File: config.mk
export PLATFORM = sky130hd
export DESIGN_NAME = r_slave_arbiter
export DESIGN_NICKNAME = d
export VERILOG_FILES = /design/src/rtl/r_slave_arbiter.sv
export SDC_FILE = /design/constraint.sdc
export NUM_CORES = 1
export LEC_CHECK = 0
export CAP_MARGIN = 40
export CORE_AREA = 2 2 146 148
export CTS_BUF_LIST = sky130_fd_sc_hd__clkbuf_2 sky130_fd_sc_hd__clkbuf_4 sky130_fd_sc_hd__clkbuf_8
export DETAILED_ROUTE_END_ITERATION = 10
export DIE_AREA = 0 0 148 150
export DONT_BUFFER_PORTS = 1
export GPL_ROUTABILITY_DRIVEN = 0
export HOLD_SLACK_MARGIN = 0.08
export PLACE_DENSITY = 0.3
export SETUP_SLACK_MARGIN = 0.3
export SYNTH_ARGS = -nofsm -noshare
export SYNTH_HDL_FRONTEND = slang
export SYNTH_SLANG_ARGS = --single-unit
File: constraint.sdc
create_clock -name clk -period 5.5 [get_ports clk]
set_input_delay 0.825 -clock clk [delete_from_list [all_inputs] [get_ports clk]]
set_output_delay 0.825 -clock clk [all_outputs]
set_load 0.005 [all_outputs]
File: src/rtl/r_slave_arbiter.sv
// r_slave_arbiter: round-robin merge of several AXI R channels into one response buffer.
// Define R_ARB_BURST_LOCK_EN to hold the grant for a whole burst; otherwise beats interleave.
module r_slave_arbiter #(
  parameter int NUM_SLAVES = 4,
  parameter int ID_WIDTH   = 4,
  parameter int DATA_WIDTH = 64,
  parameter int RESP_WIDTH = 2,
  localparam int IDX_W     = $clog2(NUM_SLAVES)
) (
  input  logic                             clk,
  input  logic                             rst,
  input  logic [NUM_SLAVES-1:0]            s_valid,
  output logic [NUM_SLAVES-1:0]            s_ready,
  input  logic [NUM_SLAVES*ID_WIDTH-1:0]   s_id,
  input  logic [NUM_SLAVES*DATA_WIDTH-1:0] s_data,
  input  logic [NUM_SLAVES*RESP_WIDTH-1:0] s_resp,
  input  logic [NUM_SLAVES-1:0]            s_last,
  output logic                             m_valid,
  input  logic                             m_ready,
  output logic [ID_WIDTH-1:0]              m_id,
  output logic [DATA_WIDTH-1:0]            m_data,
  output logic [RESP_WIDTH-1:0]            m_resp,
  output logic                             m_last,
  output logic [IDX_W-1:0]                 m_src,
  input  logic                             buf_full,
  output logic                             burst_active,
  output logic [IDX_W-1:0]                 lock_idx
);

  typedef enum logic [0:0] {
    IDLE   = 1'b0,
    LOCKED = 1'b1
  } state_t;

  state_t           state, state_d;
  logic [IDX_W-1:0] rr_ptr, rr_ptr_d;
  logic [IDX_W-1:0] lock_idx_q, lock_idx_d;
  logic [IDX_W-1:0] rr_sel;
  logic [IDX_W-1:0] sel;
  logic             rr_found;
  logic             grant_ok;
  logic             fire;
  int               cand;

  // Increment modulo NUM_SLAVES so non-power-of-2 counts never alias onto a missing slave.
  function automatic logic [IDX_W-1:0] wrap_inc(input logic [IDX_W-1:0] x);
    if (x == IDX_W'(NUM_SLAVES - 1)) return '0;
    else return x + 1'b1;
  endfunction

  // First valid slave at or after rr_ptr, searching circularly.
  always_comb begin
    rr_sel   = rr_ptr;
    rr_found = 1'b0;
    cand     = 0;
    for (int k = 0; k < NUM_SLAVES; k++) begin
      cand = int'(rr_ptr) + k;
      if (cand >= NUM_SLAVES) cand = cand - NUM_SLAVES;
      if (!rr_found && s_valid[IDX_W'(cand)]) begin
        rr_found = 1'b1;
        rr_sel   = IDX_W'(cand);
      end
    end
  end

  assign sel = (state == LOCKED) ? lock_idx_q : rr_sel;

  assign m_id   = s_id[int'(sel)*ID_WIDTH +: ID_WIDTH];
  assign m_data = s_data[int'(sel)*DATA_WIDTH +: DATA_WIDTH];
  assign m_resp = s_resp[int'(sel)*RESP_WIDTH +: RESP_WIDTH];
  assign m_last = s_last[sel];
  assign m_src  = sel;

  assign grant_ok = ~rst & m_ready & ~buf_full;
  assign m_valid  = ~rst & s_valid[sel] & ~buf_full;
  assign fire     = m_valid & m_ready;

  // Handshake: a beat moves when the selected slave's valid and ready are both high in the
  // same cycle; m_valid/m_ready mirror that toward the buffer and never wait on each other.
  always_comb begin
    s_ready = '0;
    for (int i = 0; i < NUM_SLAVES; i++) begin
      if (IDX_W'(i) == sel) s_ready[i] = grant_ok & ((state == LOCKED) | s_valid[i]);
    end
  end

  always_comb begin
    state_d    = state;
    rr_ptr_d   = rr_ptr;
    lock_idx_d = lock_idx_q;
    case (state)
      IDLE: begin
        if (fire) begin
`ifdef R_ARB_BURST_LOCK_EN
          if (!m_last) begin
            state_d    = LOCKED;
            lock_idx_d = sel;
          end else begin
            rr_ptr_d = wrap_inc(sel);
          end
`else
          rr_ptr_d = wrap_inc(sel);
`endif
        end
      end
      LOCKED: begin
        if (fire && m_last) begin
          state_d  = IDLE;
          rr_ptr_d = wrap_inc(lock_idx_q);
        end
      end
      default: state_d = IDLE;
    endcase
  end

  always_ff @(posedge clk or posedge rst) begin
    if (rst) begin
      state      <= IDLE;
      rr_ptr     <= '0;
      lock_idx_q <= '0;
    end else begin
      state      <= state_d;
      rr_ptr     <= rr_ptr_d;
      lock_idx_q <= lock_idx_d;
    end
  end

`ifdef R_ARB_BURST_LOCK_EN
  assign burst_active = (state == LOCKED);
`else
  assign burst_active = 1'b0;
`endif
  assign lock_idx = (state == LOCKED) ? lock_idx_q : '0;

`ifndef SYNTHESIS
  a_ready_onehot: assert property (@(posedge clk) disable iff (rst) $onehot0(s_ready));
  a_fire_ready:   assert property (@(posedge clk) disable iff (rst) fire |-> s_ready[sel]);
`endif

endmodule

After elaboration in Yosys (flattened, before gate mapping)
Cells that the tools add are included.
{"block": "totals", "word_cells": 91, "register_bits": 3, "out_inout_bits": 81, "input_bits": 292}
{"block": "op_classes", "n_lt_le_gt_ge": 9, "add_sub_neg": 8, "mux": 38, "n_reduce_logical": 9, "bitwise": 16, "shifts": 3, "n_eq_ne": 6}
{"cell": "$shiftx A256 B9 Y64", "n": 1}
{"cell": "$mux W2", "n": 12}
{"cell": "$mux W1", "n": 19}
{"cell": "$lt A2 B4 Y1 const B", "n": 4}
{"cell": "$shiftx A16 B5 Y4", "n": 1}
{"cell": "$bmux W1 S2", "n": 6}
{"cell": "$and A1 B1 Y1", "n": 9}
{"cell": "$ge A3 B3 Y1 const B", "n": 3}
{"cell": "$shiftx A8 B4 Y2", "n": 1}
{"cell": "$sub A2 B1 Y2 const B", "n": 4}
{"cell": "$add A2 B2 Y3 const B", "n": 2}
{"cell": "$eq A2 B2 Y1 const A", "n": 2}
{"cell": "$logic_and A1 B1 Y1", "n": 4}
{"cell": "$or A1 B1 Y1", "n": 4}
{"cell": "$pmux W2 S2", "n": 1}
{"cell": "$add A2 B1 Y3 const B", "n": 1}
{"cell": "$ge A2 B3 Y1 const B", "n": 1}
{"cell": "$logic_not A1 Y1", "n": 3}
{"cell": "$lt A2 B3 Y1 const B", "n": 1}
{"cell": "$not A1 Y1", "n": 3}
{"cell": "$add A2 B1 Y2 const B", "n": 1}
{"cell": "$eq A1 B2 Y1 const A", "n": 1}
{"cell": "$eq A2 B2 Y1 const B", "n": 1}
{"cell": "$logic_not A2 Y1", "n": 1}
{"cell": "other kinds (3)", "n": 3}

Depth between registers and ports, before layout
{"block": "depth", "depth_word": 24, "mapped_depth": 10, "ltp_nobuf": 8}

Worst setup path after synthesis
Ideal clock, no wire load.
{"block": "synth_timing", "kind": "input port to output port", "start": "input s_valid[2]", "end": "output s_ready[1]", "stages": 9, "t_required_ns": 4.675, "t_arrival_ns": 2.561, "path_slack_ns": 2.114, "n_path_buf": 3, "path_cell_list": "or3b_1 > a21oi_2 > and3_1 > buf_4 > buf_2 > buf_1 > ha_1 > o21ai_0 > nor2_1"}
{"block": "synth_via", "elab_chain_len": 16, "elab_cells_between_ends": 28}
{"element": "start, declared", "line_no": "12", "text": "input logic [NUM_SLAVES-1:0] s_valid,"}
{"element": "$bmux W1 S2", "line_no": "59", "text": "if (!rr_found && s_valid[IDX_W'(cand)]) begin"}
{"element": "$mux W1 (not written as such) (2 in a row)", "line_no": "59"}
{"element": "$mux W1", "line_no": "59"}
{"element": "$logic_not A1 Y1", "line_no": "59"}
{"element": "$logic_and A1 B1 Y1", "line_no": "59"}
{"element": "$mux W1", "line_no": "59"}
{"element": "$logic_not A1 Y1", "line_no": "59"}
{"element": "$logic_and A1 B1 Y1", "line_no": "59"}
{"element": "$mux W1", "line_no": "59"}
{"element": "$logic_not A1 Y1", "line_no": "59"}
{"element": "$logic_and A1 B1 Y1", "line_no": "59"}
{"element": "$mux W2 (*)", "line_no": "59"}
{"element": "$mux W2 (*)", "line_no": "66", "text": "assign sel = (state == LOCKED) ? lock_idx_q : rr_sel;"}
{"element": "named net m_src[0]", "line_no": "24", "text": "output logic [IDX_W-1:0] m_src,"}
{"element": "$eq A1 B2 Y1 (*)", "line_no": "83", "text": "if (IDX_W'(i) == sel) s_ready[i] = grant_ok & ((state == LOCKED) | s_valid[i]);"}
{"element": "$mux W1 (*)", "line_no": "83"}
{"element": "end, declared", "line_no": "13", "text": "output logic [NUM_SLAVES-1:0] s_ready,"}
The timed path passes the listed nets; every way through them passes the cells marked *. The select of a mux whose other input is x is not followed.

Worst setup path in the final report
{"block": "layout_timing", "start": "input s_valid[1]", "end": "output m_valid"}
{"block": "layout_via", "elab_chain_len": 18, "elab_cells_between_ends": 30}
{"element": "$bmux W1 S2", "line_no": "59"}
{"element": "$mux W1 (not written as such) (2 in a row)", "line_no": "59"}
{"element": "$mux W1", "line_no": "59"}
{"element": "$logic_not A1 Y1", "line_no": "59"}
{"element": "$logic_and A1 B1 Y1", "line_no": "59"}
{"element": "$mux W1", "line_no": "59"}
{"element": "$logic_not A1 Y1", "line_no": "59"}
{"element": "$logic_and A1 B1 Y1", "line_no": "59"}
{"element": "$mux W1", "line_no": "59"}
{"element": "$logic_not A1 Y1", "line_no": "59"}
{"element": "$logic_and A1 B1 Y1", "line_no": "59"}
{"element": "$mux W2 (*)", "line_no": "59"}
{"element": "$mux W2 (*)", "line_no": "66"}
{"element": "named net m_src[1]", "line_no": "24"}
{"element": "$bmux W1 S2 (*)", "line_no": "75", "text": "assign m_valid = ~rst & s_valid[sel] & ~buf_full;"}
{"element": "$mux W1 (not written as such) (*)", "line_no": "75"}
{"element": "$and A1 B1 Y1 (*) (2 in a row)", "line_no": "75"}
{"element": "end, declared", "line_no": "18", "text": "output logic m_valid,"}
Marks and branches as above.

==> run_results.csv <==
group,metric,value,unit
critical_path,r2r-start,"rr_ptr[0]$_DFFE_PP0P_",
synthesis,syn_avg_cell_area,4.84,um2
critical_path,path_class,"in -> out",
timing,finClkSkew,2.97,ps
critical_path,cpPeakStageDelay,570,ps
floorplanning,core_area,20700,um2
global_routing,grt_pass1_wl,18300,um
detailed_routing,wl_met2,7170,um
timing,setup_slack,1670,ps
detailed_routing,wl_per_cell,17.8,um
power_and_ir_drop,powerDensity,497,nW/um2
clock_network,postCtsSetupBuffers,0,
power_and_ir_drop,irDropWorstVdd,0.000354,V
timing,worst_hold_slack,355,ps
synthesis,syn_area,2570,um2
timing,rsz0062_at_grt,"false",
clock_network,cts_resized,0,
layout,finalInstanceArea,2870,um2
placed_design,placed_cell_area,2820,um2
detailed_routing,topRoutingLayerUsed,"met4",
global_routing,antenna_found_initial,0,
timing,max_freq,261,MHz
floorplanning,rows,53,
timing,drv_slew,0,
global_routing,grt_pass1_vias,3306,
detailed_routing,routed-wl-met3,1260,um
floorplanning,dieArea,22200,um2
synthesis,synth_area_leaders,"nand2_1 (42%), and3_1 (18%), a31oi_1 (17%), clkbuf_1 (5.3%), dfrtp_1 (2.9%)",
critical_path,reg2reg_depth,9,
synthesis,ys_types,33,
detailed_routing,drc_errors,0,
detailed_routing,num_vias,3616,
power_and_ir_drop,leakagePower,1.33,nW
floorplanning,ios,373,
critical_path,cp_slowest_cell,"a211oi_4",
placed_design,hpwl,10800,um
detailed_routing,drt-initial-drc-count,169,
detailed_routing,met1_length,4900,um
floorplanning,die_y,150,um
global_routing,gr-total-overflow,0,
power_and_ir_drop,power,0.00143,W
clock_network,clk_pin_slew,30,ps
synthesis,ys_ff_latch,3,
critical_path,end_kind,"output port",
layout,finalNetCount,790,
detailed_routing,drtAntennaViolNets,0,
layout,insertedDiodeCount,0,
timing,finalSetupViolCount,0,
global_routing,grt_max_degree,145,
timing,fin_tns_setup,0,ps
timing,finalCritPeriodShare,69.7,%
critical_path,reg2reg_setup_slack,2410,ps
clock_network,clock_sinks,3,
critical_path,crit_chain,"nand2b_1 -> a21o_1 -> a211oi_4 -> inv_2 -> buf_4 -> a221o_1 -> and3_1",
clock_network,clockBufferDepth,2,
clock_network,htree_levels,1,
critical_path,worstPathMaxFanout,33,
synthesis,yosysSeqAreaShare,2.92,%
detailed_routing,avgViaCountPerCell,4.71,
detailed_routing,finalWirelength,13700,um
job,maxCapViolations,0,
layout,area_growth,11.8,%
synthesis,netlist_instances,530,
critical_path,arrival,3010,ps
synthesis,synth_top_area_cell,"nand2_1",
timing,worst_slew_pin_slew,625,ps
clock_network,cts-hold-fix-buffers,0,
global_routing,grt_usage,10.6,%
clock_network,cts_tree,"built",
timing,hold_viol,0,
synthesis,ys_warn_count,0,
clock_network,clk_latency,220,ps
timing,slew_headroom,58.2,%
critical_path,start_kind,"input port",
detailed_routing,drtPass1Iterations,4,
floorplanning,die_width,148,um
critical_path,rr_endpoint,"rr_ptr[0]$_DFFE_PP0P_",
status,outcome,"complete, no violations",
synthesis,synth.top_cell.area_share,41.5,%
critical_path,cp.required,4680,ps
placed_design,place_ws,1580,ps
layout,drive_above_1_share,3.85,%
floorplanning,start_util,12.4,%
hold_path,worstHoldPathType,"in -> async",
clock_network,numCtsBuffers,3,
clock_network,root_buffer,"clkbuf_8",
placed_design,port_buffers,0,
timing,finalCriticalPeriod,3830,ps
==> kinds of logic after synthesis <==
group / count (synthesis) / synth area share, %
simple gates: 375 / 63.2
fa+ha+maj: 4 / 1.95
buf+inv: 56 / 8.92
other cells: 1 / 0.146
flops: 3 / 2.92
compound gates: 90 / 22.5
mux: 1 / 0.439
==> registers in the layout, summed over array words and instances (netlist names) <==
name    count
rr_ptr      2
state       1
==> worst max path at each step <==
stage / from / to / slack (ps) / cells past startpoint
after floorplan: s_valid[2] / s_ready[1] / 2110 / 9
after global placement: s_valid[1] / m_valid / 1560 / 7
after detailed placement: s_valid[1] / m_valid / 1580 / 7
after CTS: s_valid[1] / m_valid / 1580 / 7
after global routing: s_valid[2] / m_valid / 1410 / 7
final: s_valid[1] / m_valid / 1670 / 7
==> metal layers <==
metal  vias to the layer above  track usage [%]
li1                       1707                -
met1                      1642             10.6
met2                       249             21.4
met3                        18             2.35
met4                         0             3.38
met5                         -                0
==> layout by cell type, fill, tap and decap left out, types with 2 or more instances in the layout <==
cell	count
and3_1	71
a31oi_1	71
ha_1	4
nand2b_1	2
nor2b_1	2
nor2_1	9
nand2_1	284
a221o_1	2
dfrtp_1	3
o21ai_0	6
inv_1	3
clkbuf_8	3
buf_4	6
a21o_1	2
conb_1	3
==> synth_stat cells <==
master    instances
nand2_1         284
and3_1           72
a31oi_1          71
clkbuf_1         36
nor2_1            9
buf_1             8
o21ai_0           6
buf_4             4
ha_1              4
buf_2             3
dfrtp_1           3
inv_1             3
a211oi_1          2
a21o_1            2
a221o_1           2
inv_2             2
nand2b_1          2
nor2b_1           2
a21boi_0          1
a21o_2            1
a21oi_1           1
a21oi_2           1
a41oi_1           1
and2_1            1
conb_1            1
mux2_1            1
nand4_1           1
nand4_2           1
nor3_1            1
nor3b_1           1
o21a_1            1
o22ai_1           1
or3b_1            1
==> worst max-delay path: cells and delay by family <==
kind                   cells  cell delay [ps]
AOI/OAI and AO/OA          3             1140
buffers and inverters      2              670
and+or+nand+nor            2              340
==> area by class of cell <==
cell class,count,area (um2)
sequential,3,75.1
fill,2434,17800
timing repair buffer,8,92.6
tap,275,344
clock buffer,4,48.8
multi-input combinational,473,2290
inverter,5,21.3
==> stage by stage <==
stage | cells | utilization [%]
after detailed placement | 764 | 13.6
final | 768 | 13.9
after CTS | 768 | 13.9
after global placement | 763 | 13.5
after floorplan | 532 | -
after global routing | 768 | 13.9
==> report_power, final <==
| group | internal, W | total, W | switching, W |
|---|---|---|---|
| clock | 0.0000546 | 0.0000717 | 0.0000171 |
| sequential | 0.0000294 | 0.0000407 | 0.0000113 |
| combinational | 0.000436 | 0.00131 | 0.000879 |
(Power assumes the default switching activity.)
